### src/rtl/saes_decrypt_fsm.sv
// Sequencing controller for the simplified-AES decryption datapath.
// Expands the whole key schedule first, then walks the round keys downward.
//
// state      | meaning
// -----------+------------------------------------------------------------
// IDLE       | waiting for load, all strobes low
// LOAD_CT    | capture ciphertext (one cycle)
// KEY_EXPAND | key schedule running until key_expand_done
// ADD_KEY    | XOR state with round key key_sel (one cycle)
// INV_SHIFT  | InvShiftRow running until inv_shift_done
// INV_NIBBLE | InvNibbleSub running; exit decrements the round counter
// INV_MIX    | InvMixColumn running until inv_mix_done
// DONE       | plaintext valid, held until result_ack
module saes_decrypt_fsm #(
    parameter int NUM_ROUNDS = 2,
    parameter int RW         = 2
) (
    input  logic          clk,
    input  logic          nrst,
    input  logic          load,
    input  logic          key_expand_done,
    input  logic          inv_shift_done,
    input  logic          inv_nibble_done,
    input  logic          inv_mix_done,
    input  logic          result_ack,
    output logic          load_cipher,
    output logic          load_key_expand,
    output logic          load_inv_shift,
    output logic          load_inv_nibble,
    output logic          load_inv_mix,
    output logic          load_adding_key,
    output logic [RW-1:0] key_sel,
    output logic          get_result,
    output logic          busy
);

    typedef enum logic [2:0] {
        IDLE       = 3'd0,
        LOAD_CT    = 3'd1,
        KEY_EXPAND = 3'd2,
        ADD_KEY    = 3'd3,
        INV_SHIFT  = 3'd4,
        INV_NIBBLE = 3'd5,
        INV_MIX    = 3'd6,
        DONE       = 3'd7
    } state_t;

    localparam logic [RW-1:0] CNT_INIT = RW'(NUM_ROUNDS);

    state_t        state, state_nxt;
    logic [RW-1:0] cnt, cnt_nxt;

    always_ff @(posedge clk or negedge nrst) begin
        if (!nrst) begin
            state <= IDLE;
            cnt   <= CNT_INIT;
        end else begin
            state <= state_nxt;
            cnt   <= cnt_nxt;
        end
    end

    always_comb begin
        state_nxt       = IDLE;
        cnt_nxt         = cnt;
        load_cipher     = 1'b0;
        load_key_expand = 1'b0;
        load_inv_shift  = 1'b0;
        load_inv_nibble = 1'b0;
        load_inv_mix    = 1'b0;
        load_adding_key = 1'b0;
        get_result      = 1'b0;
        busy            = 1'b0;
        case (state)
            IDLE: begin
                state_nxt = load ? LOAD_CT : IDLE;
            end
            LOAD_CT: begin
                load_cipher = 1'b1;
                busy        = 1'b1;
                state_nxt   = KEY_EXPAND;
            end
            KEY_EXPAND: begin
                load_key_expand = 1'b1;
                busy            = 1'b1;
                state_nxt       = key_expand_done ? ADD_KEY : KEY_EXPAND;
            end
            ADD_KEY: begin
                load_adding_key = 1'b1;
                busy            = 1'b1;
                // First key add is the whitening step, so no InvMixColumn before it.
                if (cnt == CNT_INIT)
                    state_nxt = INV_SHIFT;
                else if (cnt == '0)
                    state_nxt = DONE;
                else
                    state_nxt = INV_MIX;
            end
            INV_SHIFT: begin
                load_inv_shift = 1'b1;
                busy           = 1'b1;
                state_nxt      = inv_shift_done ? INV_NIBBLE : INV_SHIFT;
            end
            INV_NIBBLE: begin
                load_inv_nibble = 1'b1;
                busy            = 1'b1;
                if (inv_nibble_done) begin
                    state_nxt = ADD_KEY;
                    if (cnt != '0)
                        cnt_nxt = cnt - 1'b1;
                end else begin
                    state_nxt = INV_NIBBLE;
                end
            end
            INV_MIX: begin
                load_inv_mix = 1'b1;
                busy         = 1'b1;
                state_nxt    = inv_mix_done ? INV_SHIFT : INV_MIX;
            end
            DONE: begin
                get_result = 1'b1;
                busy       = 1'b1;
                if (result_ack) begin
                    state_nxt = IDLE;
                    cnt_nxt   = CNT_INIT;
                end else begin
                    state_nxt = DONE;
                end
            end
            default: begin
                state_nxt = IDLE;
            end
        endcase
    end

    assign key_sel = cnt;

endmodule

### config.mk
export PLATFORM = sky130hd
export DESIGN_NAME = saes_decrypt_fsm
export DESIGN_NICKNAME = d
export VERILOG_FILES = /design/src/rtl/saes_decrypt_fsm.sv
export SDC_FILE = /design/constraint.sdc
export NUM_CORES = 1
export LEC_CHECK = 0
export ABC_AREA = 1
export BUFFER_PORTS_ARGS = -buffer_cell sky130_fd_sc_hd__buf_2
export CORE_AREA = 5 5 42 44
export CTS_CLUSTER_SIZE = 20
export DETAILED_ROUTE_END_ITERATION = 8
export DIE_AREA = 0 0 47 49
export GPL_ROUTABILITY_DRIVEN = 0
export PLACE_DENSITY = 0.56
export SETUP_SLACK_MARGIN = 0.1
export SKIP_CTS_REPAIR_TIMING = 1
export SLEW_MARGIN = 20
export SYNTH_ARGS = -nofsm -noshare
export SYNTH_HDL_FRONTEND = slang
export SYNTH_SLANG_ARGS = --single-unit
### constraint.sdc
create_clock -name clk -period 1.1 [get_ports clk]
set_input_delay 0.275 -clock clk [delete_from_list [all_inputs] [get_ports clk]]
set_output_delay 0.275 -clock clk [all_outputs]
set_load 0.1 [all_outputs]
# [Word level (Yosys, flattened, before mapping)]
# Index checks and enable logic that the tools add are counted.
[totals] elab_cells=41 out_inout_bits=10 in_bits=8 regBits=5
[op_classes] eq_ne=11 n_reduce_logical=6 n_addsub=1 n_mux=21
[ops] operator="one-hot mux 3 bit (8 select lines)" count=1
[ops] operator="equality test 3 bit, second input constant" count=4
[ops] operator="two-way mux 1 bit" count=12
[ops] operator="two-way mux 2 bit" count=5
[ops] operator="OR reduction 7 bit" count=1
[ops] operator="equality test 3 x 2 -> 1 bit, second input constant" count=2
[ops] operator="two-way mux 3 bit" count=2
[ops] operator="!= test 2 bit, second input constant" count=3
[ops] operator="one-hot mux 2 bit (2 select lines)" count=1
[ops] operator="AND reduction 4 bit" count=1
[ops] operator="nonzero test 2 bit" count=2
[ops] operator="equality test 3 x 1 -> 1 bit, second input constant" count=1
[ops] operator="zero test 3 bit" count=1
[ops] operator="equality test 2 bit, second input constant" count=1
[ops] operator="zero test 2 bit" count=1
[ops] operator="subtractor 2 x 1 -> 2 bit, second input constant" count=1

# [Logic depth before layout (Yosys ltp)]
# Gate-level depths: netlist of run 1.
[logic_depth] depth_word=4 mapped_depth=7 depth_no_buf=7

# [Worst setup path after synthesis of run 1]
# Ideal clock, no wire load.
[synth_timing] kind="reg2out" from="register state[2]" to="output port load_cipher" setup_slack_ns=-1.753 required_ns=0.825 path_buffers=0 arrival_ns=2.578 path_stages_with_launch=2 cell_sequence="dfrtp_1 > nor3_1"
[synth_between] elab_chain_len=2
[synth_rtl] item="from (decl)" line_no="50" text="state_t state, state_nxt;"
[synth_rtl] item="from (signal assigned)" line_no="58" text="state <= state_nxt;"
[synth_rtl] item="equality test 3 x 1 -> 1 bit" line_no="74" text="case (state)"
[synth_rtl] item="two-way mux 1 bit" line_no="74"
[synth_rtl] item="to (decl)" line_no="26" text="output logic load_cipher,"
# No other way between the ends.

# [Final worst setup path of run 1]
[layout_timing] from="register state[0]" to="output port load_key_expand"
[layout_between] elab_chain_len=2
[layout_rtl] item="equality test 3 x 2 -> 1 bit" line_no="74"
[layout_rtl] item="two-way mux 1 bit" line_no="74"
[layout_rtl] item="to (decl)" line_no="27" text="output logic load_key_expand,"
# No other way between the ends.

==> reports/metrics.cfg, run 1 <==
[sta]
fin_skew_ns = 0.000370
layout_setup_ws_ns = -0.448
rsz0062_at_grt = true
final-setup-viol-count = 15
period_minus_slack_ns = 1.55
max_slew_margin_pct = 85.1
report.final.slew_viol_count = 0
setup-tns-final_ns = -4.63
hold_violations = 0
post-route-period-util_pct = 141
clock.fmax_ghz = 0.646
worst_pin_slew_ns = 0.223

[finish]
diodes = 0
area.growth.synth_to_final_pct = 156
drive_gt1_share_pct = 67.0
stdcell_count = 113
fin_util_pct = 67.1
fin_nets = 108

[status]
failed_checks = setup timing
status = complete, but fails checks

[grt]
grt_remaining_overflow = 0
grt_pass1_wl_microns = 2110
antenna_found_initial = 0
grt_max_degree = 7
track_usage_pct = 12.9
grt_pass1_vias = 502

[cts]
htreeDepth = 1
clkSinkCount = 5
path_clk_slew_ns = 0.04
clockBufferDepth = 2
cts_made_buffers = 3
root_buffer = clkbuf_4
cts_tree = yes
clock_latency_ns = 0.24

[floorplan]
rows = 14
core-area_sq_um = 1400
die-area_sq_um = 2300
die_x_microns = 47
fp.dieH_microns = 49
io_pins = 18
start_util_pct = 26.3

[logic_synthesis]
synth_cells = 56
synth_area_sq_um = 368
ys_ff_latch = 5
yosysSeqAreaShare_pct = 34.4
synth.distinct_cells = 13
syn_avg_cell_area_sq_um = 6.57
synthesis.nets = 66
yosysWarningCount = 0

[drt]
final_antenna_net_count = 0
drc = 0
viasPerCell = 4.07
met3_length_microns = 58
wirelength_microns = 1200
top_layer_used = met4
met1_length_microns = 473
dr.pass1.iters = 2
dr.first_iter.drc_count = 2
vias = 460
dr_wl_met2_microns = 657
wire_per_inst_microns = 10.6

[critical_path]
critPathKind = reg2out
crit_fanout = 3
cp_slowest_cell = dfrtp_1
cp.arrival_ns = 1.27
cp.required_ns = 0.82
crit_chain = inv_2 > nand2_2 > buf_4 > nor2_4 > buf_12
startpoint_type = register
end_kind = output pin
max_stage_delay_ns = 0.40

[placement]
dp_cells = 105
placement.io_buffers = 17
post-dp-hpwl_microns = 994

[run]
maxCapViolCount = 0

[hold_path]
hold_path.class = in2reg

==> registers in the layout, summed over array words and instances (netlist names) <==
| name | count |
|---|---|
| key_sel | 2 |
| state | 3 |
==> routing by layer <==
metal | up-vias | global-route usage [%]
met5 | - | 0
met4 | 0 | 5.53
met3 | 2 | 6.64
met2 | 7 | 19.9
met1 | 198 | 14.2
li1 | 253 | -
==> worst max-delay path: cells and delay by family, from the launching register on <==
kind,cells,cell delay (ns)
buf+inv,3,0.43
flops,1,0.40
simple gates,2,0.20
==> stage by stage <==
| stage | setup slack (ns) | hold slack [ns] | instance area (sq um) |
|---|---|---|---|
| final | -0.448 | 0.278 | 941 |
| after global routing | -0.512 | 0.282 | 941 |
| after CTS | -0.480 | -0.172 | 847 |
| after detailed placement | -0.211 | 0.0925 | 821 |
| after global placement | -0.162 | 0.0914 | 821 |
| after floorplan | -0.480 | -0.0206 | 445 |
==> cell families (layout without fill, tap and decap cells) <==
kind of cell,after synthesis,in the layout,synth area share [%]
DFF,5,5,34.4
adders and majority gates,2,2,6.80
buffers and inverters,10,51,10.2
AOI/OAI and AO/OA,2,2,2.72
and+or+nand+nor,37,37,45.9
==> cells in the final DEF (no fill, tap or decap), drive strengths merged <==
cell / synthesis / routed
nor3: 3 / 3
nand3b: 1 / 1
dfrtp: 4 / 4
nor2: 11 / 11
nand3: 6 / 6
a21oi: 1 / 1
clkbuf: 0 / 4
ha: 2 / 2
clkinvlp: 0 / 3
dlygate4sd3: 0 / 1
o21ai: 1 / 1
inv: 10 / 7
nand2: 16 / 16
dfstp: 1 / 1
buf: 0 / 36
==> synth_stat cells <==
cell type	n	area share, %
nand3_2	2	5.4
nor2_1	9	9.2
nor2_2	2	3.4
nand3b_1	1	2.0
ha_1	2	6.8
nand3_1	4	5.4
nor3_1	3	4.1
inv_1	10	10
dfstp_2	1	7.1
a21oi_1	1	1.4
nand2_1	16	16
o21ai_1	1	1.4
dfrtp_1	4	27
==> layout make-up <==
cell class,count,area [sq um]
Sequential cell,5,136
Tap cell,16,20.0
Inverter,10,51.3
Timing Repair Buffer,37,407
Multi-Input combinational cell,41,300
Clock buffer,4,26.3
Fill cell,121,460
==> path summary, 6_finish.rpt <==
kind / slack [ns] / depth (start not counted) / from / to
setup / recovery: -0.45 / 5 / state[0]$_DFF_PN0_ / load_key_expand
max in group asynchronous: 0.51 / 2 / nrst / key_sel[1]$_DFFE_PN1P_
min in group asynchronous: 0.38 / 2 / nrst / key_sel[0]$_DFFE_PN0P_
hold reg to reg: 0.63 / 3 / key_sel[0]$_DFFE_PN0P_ / key_sel[0]$_DFFE_PN0P_
setup reg to reg: -0.29 / 7 / state[0]$_DFF_PN0_ / state[1]$_DFF_PN0_
hold / removal: 0.28 / 3 / load / state[0]$_DFF_PN0_
Power of run 1 is left out: the tool's default activity adds up to more than one toggle a clock period on the data nets, which glitch-free logic cannot reach.
==> run 2, diff against run 1 <==
--- a/config.mk
+++ b/config.mk
@@ -13,6 +13,7 @@
 export DIE_AREA = 0 0 47 49
 export GPL_ROUTABILITY_DRIVEN = 0
 export PLACE_DENSITY = 0.56
+export REMOVE_ABC_BUFFERS = 1
 export SETUP_SLACK_MARGIN = 0.1
 export SKIP_CTS_REPAIR_TIMING = 1
 export SLEW_MARGIN = 20
==> reports/metrics.cfg, run 2 (synthesis gave the netlist of run 1 again) <==
[critical_path]
crit_cells = 4  ; was 5
critPathKind = reg2out  ; unchanged
cp_slowest_cell = dfrtp_1  ; unchanged
r2r-start = key_sel[1]$_DFFE_PN1P_  ; was state[0]$_DFF_PN0_
cpLargestDelayFamily = flip-flops  ; was buffers and inverters
cp.required_ns = 0.82  ; about the same
cp.arrival_ns = 1.20  ; was 1.27 ns
r2r_slack_ns = -0.15  ; was -0.29 ns
rr_endpoint = key_sel[0]$_DFFE_PN0P_  ; was state[1]$_DFF_PN0_
startpoint_type = register  ; unchanged
ff2ff_path_depth = 6  ; was 7
crit_chain = inv_2 > nand2_2 > nor2_4 > buf_12  ; was inv_2 > nand2_2 > buf_4 > nor2_4 > buf_12
crit_fanout = 3  ; unchanged
cp_num_buf_inv = 2  ; was 3
end_kind = output pin  ; unchanged
max_stage_delay_ns = 0.41  ; was 0.40 ns

[finish]
multiInputGateArea_sq_um = 294  ; was 300 sq um
layout_common_cells = buf_4, nand2_1, buf_12  ; was nand2_1, buf_4, buf_12
fin_nets = 108  ; unchanged
seqCellArea_sq_um = 129  ; was 136 sq um
diodes = 0  ; unchanged
drive_gt1_share_pct = 66.0  ; was 67.0%
fill_cells = 111  ; was 121
layout_commonest_cell = buf_4
area.growth.synth_to_final_pct = 148  ; was 156%
largest_reg_flops = 3  ; unchanged
top_register = state  ; unchanged

[sta]
hold_violations = 0  ; unchanged
rsz0062_at_grt = true  ; unchanged
clock.fmax_ghz = 0.680  ; was 0.646 GHz
layout_setup_ws_ns = -0.371  ; was -0.448 ns
final-setup-viol-count = 15  ; unchanged
fin_skew_ns = 0.000219  ; was 0.000370 ns
max_slew_margin_pct = 86.5  ; was 85.1%
worst_pin_slew_ns = 0.202  ; was 0.223 ns
report.final.slew_viol_count = 0  ; unchanged
period_minus_slack_ns = 1.47  ; was 1.55 ns
post-route-period-util_pct = 134  ; was 141%
setup-tns-final_ns = -3.66  ; was -4.63 ns

[grt]
grt_pass1_wl_microns = 1860  ; was 2110 microns
track_usage_pct = 10.9  ; was 12.9%
grt_remaining_overflow = 0  ; unchanged
grt_pass1_vias = 461  ; was 502
antenna_found_initial = 0  ; unchanged
grt_max_degree = 7  ; unchanged

[drt]
dr.pass1.iters = 1  ; was 2
wirelength_microns = 1310  ; was 1200 microns
drc = 0  ; unchanged
wire_per_inst_microns = 11.6  ; was 10.6 microns
vias = 495  ; was 460
final_antenna_net_count = 0  ; unchanged
dr.first_iter.drc_count = 0  ; was 2
viasPerCell = 4.38  ; was 4.07

[cts]
root_buffer = clkbuf_4  ; unchanged
path_clk_slew_ns = 0.04  ; about the same
clock_latency_ns = 0.24  ; about the same
clockBufferDepth = 2  ; unchanged
htreeDepth = 1  ; unchanged
cts_made_buffers = 3  ; unchanged
clkSinkCount = 5  ; unchanged
cts_tree = yes  ; unchanged

[placement]
placement.io_buffers = 17  ; unchanged
post-dp-hpwl_microns = 950  ; was 994 microns

[floorplan]
io_pins = 18  ; unchanged
die-area_sq_um = 2300  ; unchanged
rows = 14  ; unchanged
fp.dieH_microns = 49  ; unchanged
start_util_pct = 26.3  ; unchanged
core-area_sq_um = 1400  ; unchanged
die_x_microns = 47  ; unchanged

[hold_path]
holdCritStartpoint = load  ; unchanged
hold_path.class = in2reg  ; unchanged
min_to = state[0]$_DFF_PN0_  ; unchanged
hold_path_depth = 3  ; unchanged

[run]
maxCapViolCount = 0  ; unchanged

[status]
failed_checks = setup timing  ; unchanged
status = complete, but fails checks  ; unchanged

-- run 2: layout make-up --
cell class / count / area share [%]
Inverter: 10 / 4.39
Multi-Input combinational cell: 41 / 32.2
Clock buffer: 4 / 2.88
Sequential cell: 5 / 14.1
Tap cell: 16 / 2.19
Timing Repair Buffer: 37 / 44.2
-- run 2: layer usage --
layer	share of wire, %	global-route usage [%]
met1	42	13.9
met2	53	16.3
met3	3.3	1.48
met4	2.2	7.37
met5	0	0
-- run 2: worst min-delay path, stage by stage --
cell	delay, ns
buf_2	0.07
nand2_1	0.04
nand3_1	0.07
-- run 2: through the flow --
stage	hold slack, ns	instances	util (%)	area (sq um)	worst slack (ns)
after floorplan	-0.0206	56	-	368	-1.75
after global placement	0.0918	104	52.5	736	-0.184
after detailed placement	0.0931	104	52.5	736	-0.202
after CTS	-0.172	108	54.4	762	-0.471
after global routing	0.259	113	65.1	912	-0.442
final	0.256	113	65.1	912	-0.371
-- run 2: worst max path at each step --
| stage | from | endpoint | slack (ns) |
|---|---|---|---|
| after floorplan | state[2]$_DFF_PN0_ | load_cipher | -1.75 |
| after global placement | state[1]$_DFF_PN0_ | load_inv_nibble | -0.18 |
| after detailed placement | state[1]$_DFF_PN0_ | load_inv_nibble | -0.20 |
| after CTS | state[1]$_DFF_PN0_ | load_inv_nibble | -0.47 |
| after global routing | state[1]$_DFF_PN0_ | load_cipher | -0.44 |
| final | state[0]$_DFF_PN0_ | load_inv_shift | -0.37 |
Power of run 2 is left out for the same reason.
==> run 3, diff against run 2 <==
==> constraint.sdc (replaced) <==
create_clock -name clk -period 1.3 [get_ports clk]
set_input_delay 0.325 -clock clk [delete_from_list [all_inputs] [get_ports clk]]
set_output_delay 0.325 -clock clk [all_outputs]
set_load 0.1 [all_outputs]
==> reports/metrics.cfg, run 3 (synthesis gave the netlist of run 1 again) <==
[finish]
top_register = state  ; unchanged
largest_reg_flops = 3  ; unchanged
stdcell_count = 106  ; was 113
drive_gt1_share_pct = 60.0  ; was 66.0%
area.growth.synth_to_final_pct = 126  ; was 148%
diodes = 0  ; unchanged
layout_commonest_cell = nand2_1  ; was buf_4
fin_util_pct = 59.4  ; was 65.1%
fin_nets = 101  ; was 108
layout_common_cells = nand2_1, buf_12, buf_4  ; was buf_4, nand2_1, buf_12

[drt]
dr.first_iter.drc_count = 4  ; was 0
dr.pass1.iters = 2  ; was 1
drc = 0  ; unchanged
wirelength_microns = 1220  ; was 1310 microns
viasPerCell = 4.39  ; was 4.38
vias = 465  ; was 495
wire_per_inst_microns = 11.5  ; was 11.6 microns
final_antenna_net_count = 0  ; unchanged

[placement]
post-dp-hpwl_microns = 857  ; was 950 microns
post-place-ws_ns = -0.0351  ; was -0.202 ns
placement.io_buffers = 17  ; unchanged
dp_cells = 98  ; was 104

[critical_path]
ff2ff_path_depth = 7  ; was 6
cpLargestDelayFamily = flip-flops  ; unchanged
crit_chain = inv_4 > nand3_4 > inv_4 > buf_12  ; was inv_2 > nand2_2 > nor2_4 > buf_12
crit_fanout = 6  ; was 3
rr_endpoint = key_sel[0]$_DFFE_PN0P_  ; unchanged
cp.arrival_ns = 1.23  ; was 1.20 ns
end_kind = output pin  ; unchanged
critPathKind = reg2out  ; unchanged
cp_slowest_cell = dfrtp_2  ; was dfrtp_1
cp.required_ns = 0.98  ; was 0.82 ns
max_stage_delay_ns = 0.49  ; was 0.41 ns
r2r-start = state[1]$_DFF_PN0_  ; was key_sel[1]$_DFFE_PN1P_
cp_num_buf_inv = 3  ; was 2
r2r_slack_ns = -0.12  ; was -0.15 ns
cp_common_cell = inv_4
startpoint_type = register  ; unchanged

[cts]
path_clk_slew_ns = 0.04  ; about the same
root_buffer = clkbuf_4  ; unchanged
cts_tree = yes  ; unchanged
clockBufferDepth = 2  ; unchanged
htreeDepth = 1  ; unchanged
cts_made_buffers = 3  ; unchanged
clock_latency_ns = 0.24  ; about the same
clkSinkCount = 5  ; unchanged

[floorplan]
start_util_pct = 26.3  ; unchanged
die_x_microns = 47  ; unchanged
die-area_sq_um = 2300  ; unchanged
core-area_sq_um = 1400  ; unchanged
io_pins = 18  ; unchanged
fp.dieH_microns = 49  ; unchanged
rows = 14  ; unchanged

[status]
status = complete, but fails checks  ; unchanged
failed_checks = setup timing  ; unchanged

[sta]
fin_skew_ns = 0.000725  ; was 0.000219 ns
worst_pin_slew_ns = 0.238  ; was 0.202 ns
layout_setup_ws_ns = -0.251  ; was -0.371 ns
period_minus_slack_ns = 1.55
clock.fmax_ghz = 0.645
setup-tns-final_ns = -1.94  ; was -3.66 ns
final-setup-viol-count = 11  ; was 15
report.final.slew_viol_count = 0  ; unchanged
max_slew_margin_pct = 84.1  ; was 86.5%
hold_violations = 0  ; unchanged
post-route-period-util_pct = 119
rsz0062_at_grt = true  ; unchanged

[grt]
grt_pass1_wl_microns = 1650  ; was 1860 microns
grt_pass1_vias = 378  ; was 461
antenna_found_initial = 0  ; unchanged
track_usage_pct = 9.84  ; was 10.9%
grt_remaining_overflow = 0  ; unchanged
grt_max_degree = 8  ; was 7

[hold_path]
hold_path_depth = 3  ; unchanged
hold_path.class = in2reg  ; unchanged
holdCritStartpoint = load  ; unchanged
min_to = state[0]$_DFF_PN0_  ; unchanged

[run]
maxCapViolCount = 0  ; unchanged

-- run 3: cell count changes in the layout (fill, tap and decap cells not counted), sizes merged --
cell and change:
buf -7
-- run 3: stage by stage --
| step | instance area (sq um) | hold WS (ns) |
|---|---|---|
| after floorplan | 368 | 0.0294 |
| after detailed placement | 691 | 0.141 |
| after CTS | 717 | -0.119 |
| after global routing | 832 | 0.318 |
| after global placement | 691 | 0.139 |
| final | 832 | 0.313 |
-- run 3: area by class of cell --
cell class | count | area (sq um)
clock buffer | 4 | 26.3
fill | 135 | 569
inverter | 10 | 42.5
multi-input combinational | 41 | 264
sequential | 5 | 129
tap | 16 | 20.0
timing repair buffer | 30 | 350
-- run 3: per-layer routing --
metal | share of wire (%) | global-route usage [%] | up-vias
li1 | - | - | 243
met1 | 43 | 15.4 | 209
met2 | 50 | 11.8 | 11
met3 | 3.9 | 2.21 | 2
met4 | 2.0 | 5.53 | 0
met5 | 0 | 0 | -
-- run 3: worst max-delay path by stage --
stage / start / endpoint / slack [ns] / depth (start not counted)
floorplan: state[2]$_DFF_PN0_ / load_cipher / -1.60 / 1
global placement: state[2]$_DFF_PN0_ / load_inv_shift / -0.05 / 3
detailed placement: state[2]$_DFF_PN0_ / load_inv_shift / -0.04 / 3
CTS: state[2]$_DFF_PN0_ / load_inv_shift / -0.30 / 3
global route: state[1]$_DFF_PN0_ / load_adding_key / -0.30 / 4
finish: state[1]$_DFF_PN0_ / load_inv_nibble / -0.25 / 4
-- run 3: worst register-to-register path: stages, from the launching register on --
cell     delay (ns)
dfrtp_2        0.49
inv_4          0.14
nand3_4        0.11
buf_4          0.15
o21ai_1        0.18
nand2_1        0.11
nand2_1        0.07
nand2_1        0.05
Power of run 3 is left out for the same reason.
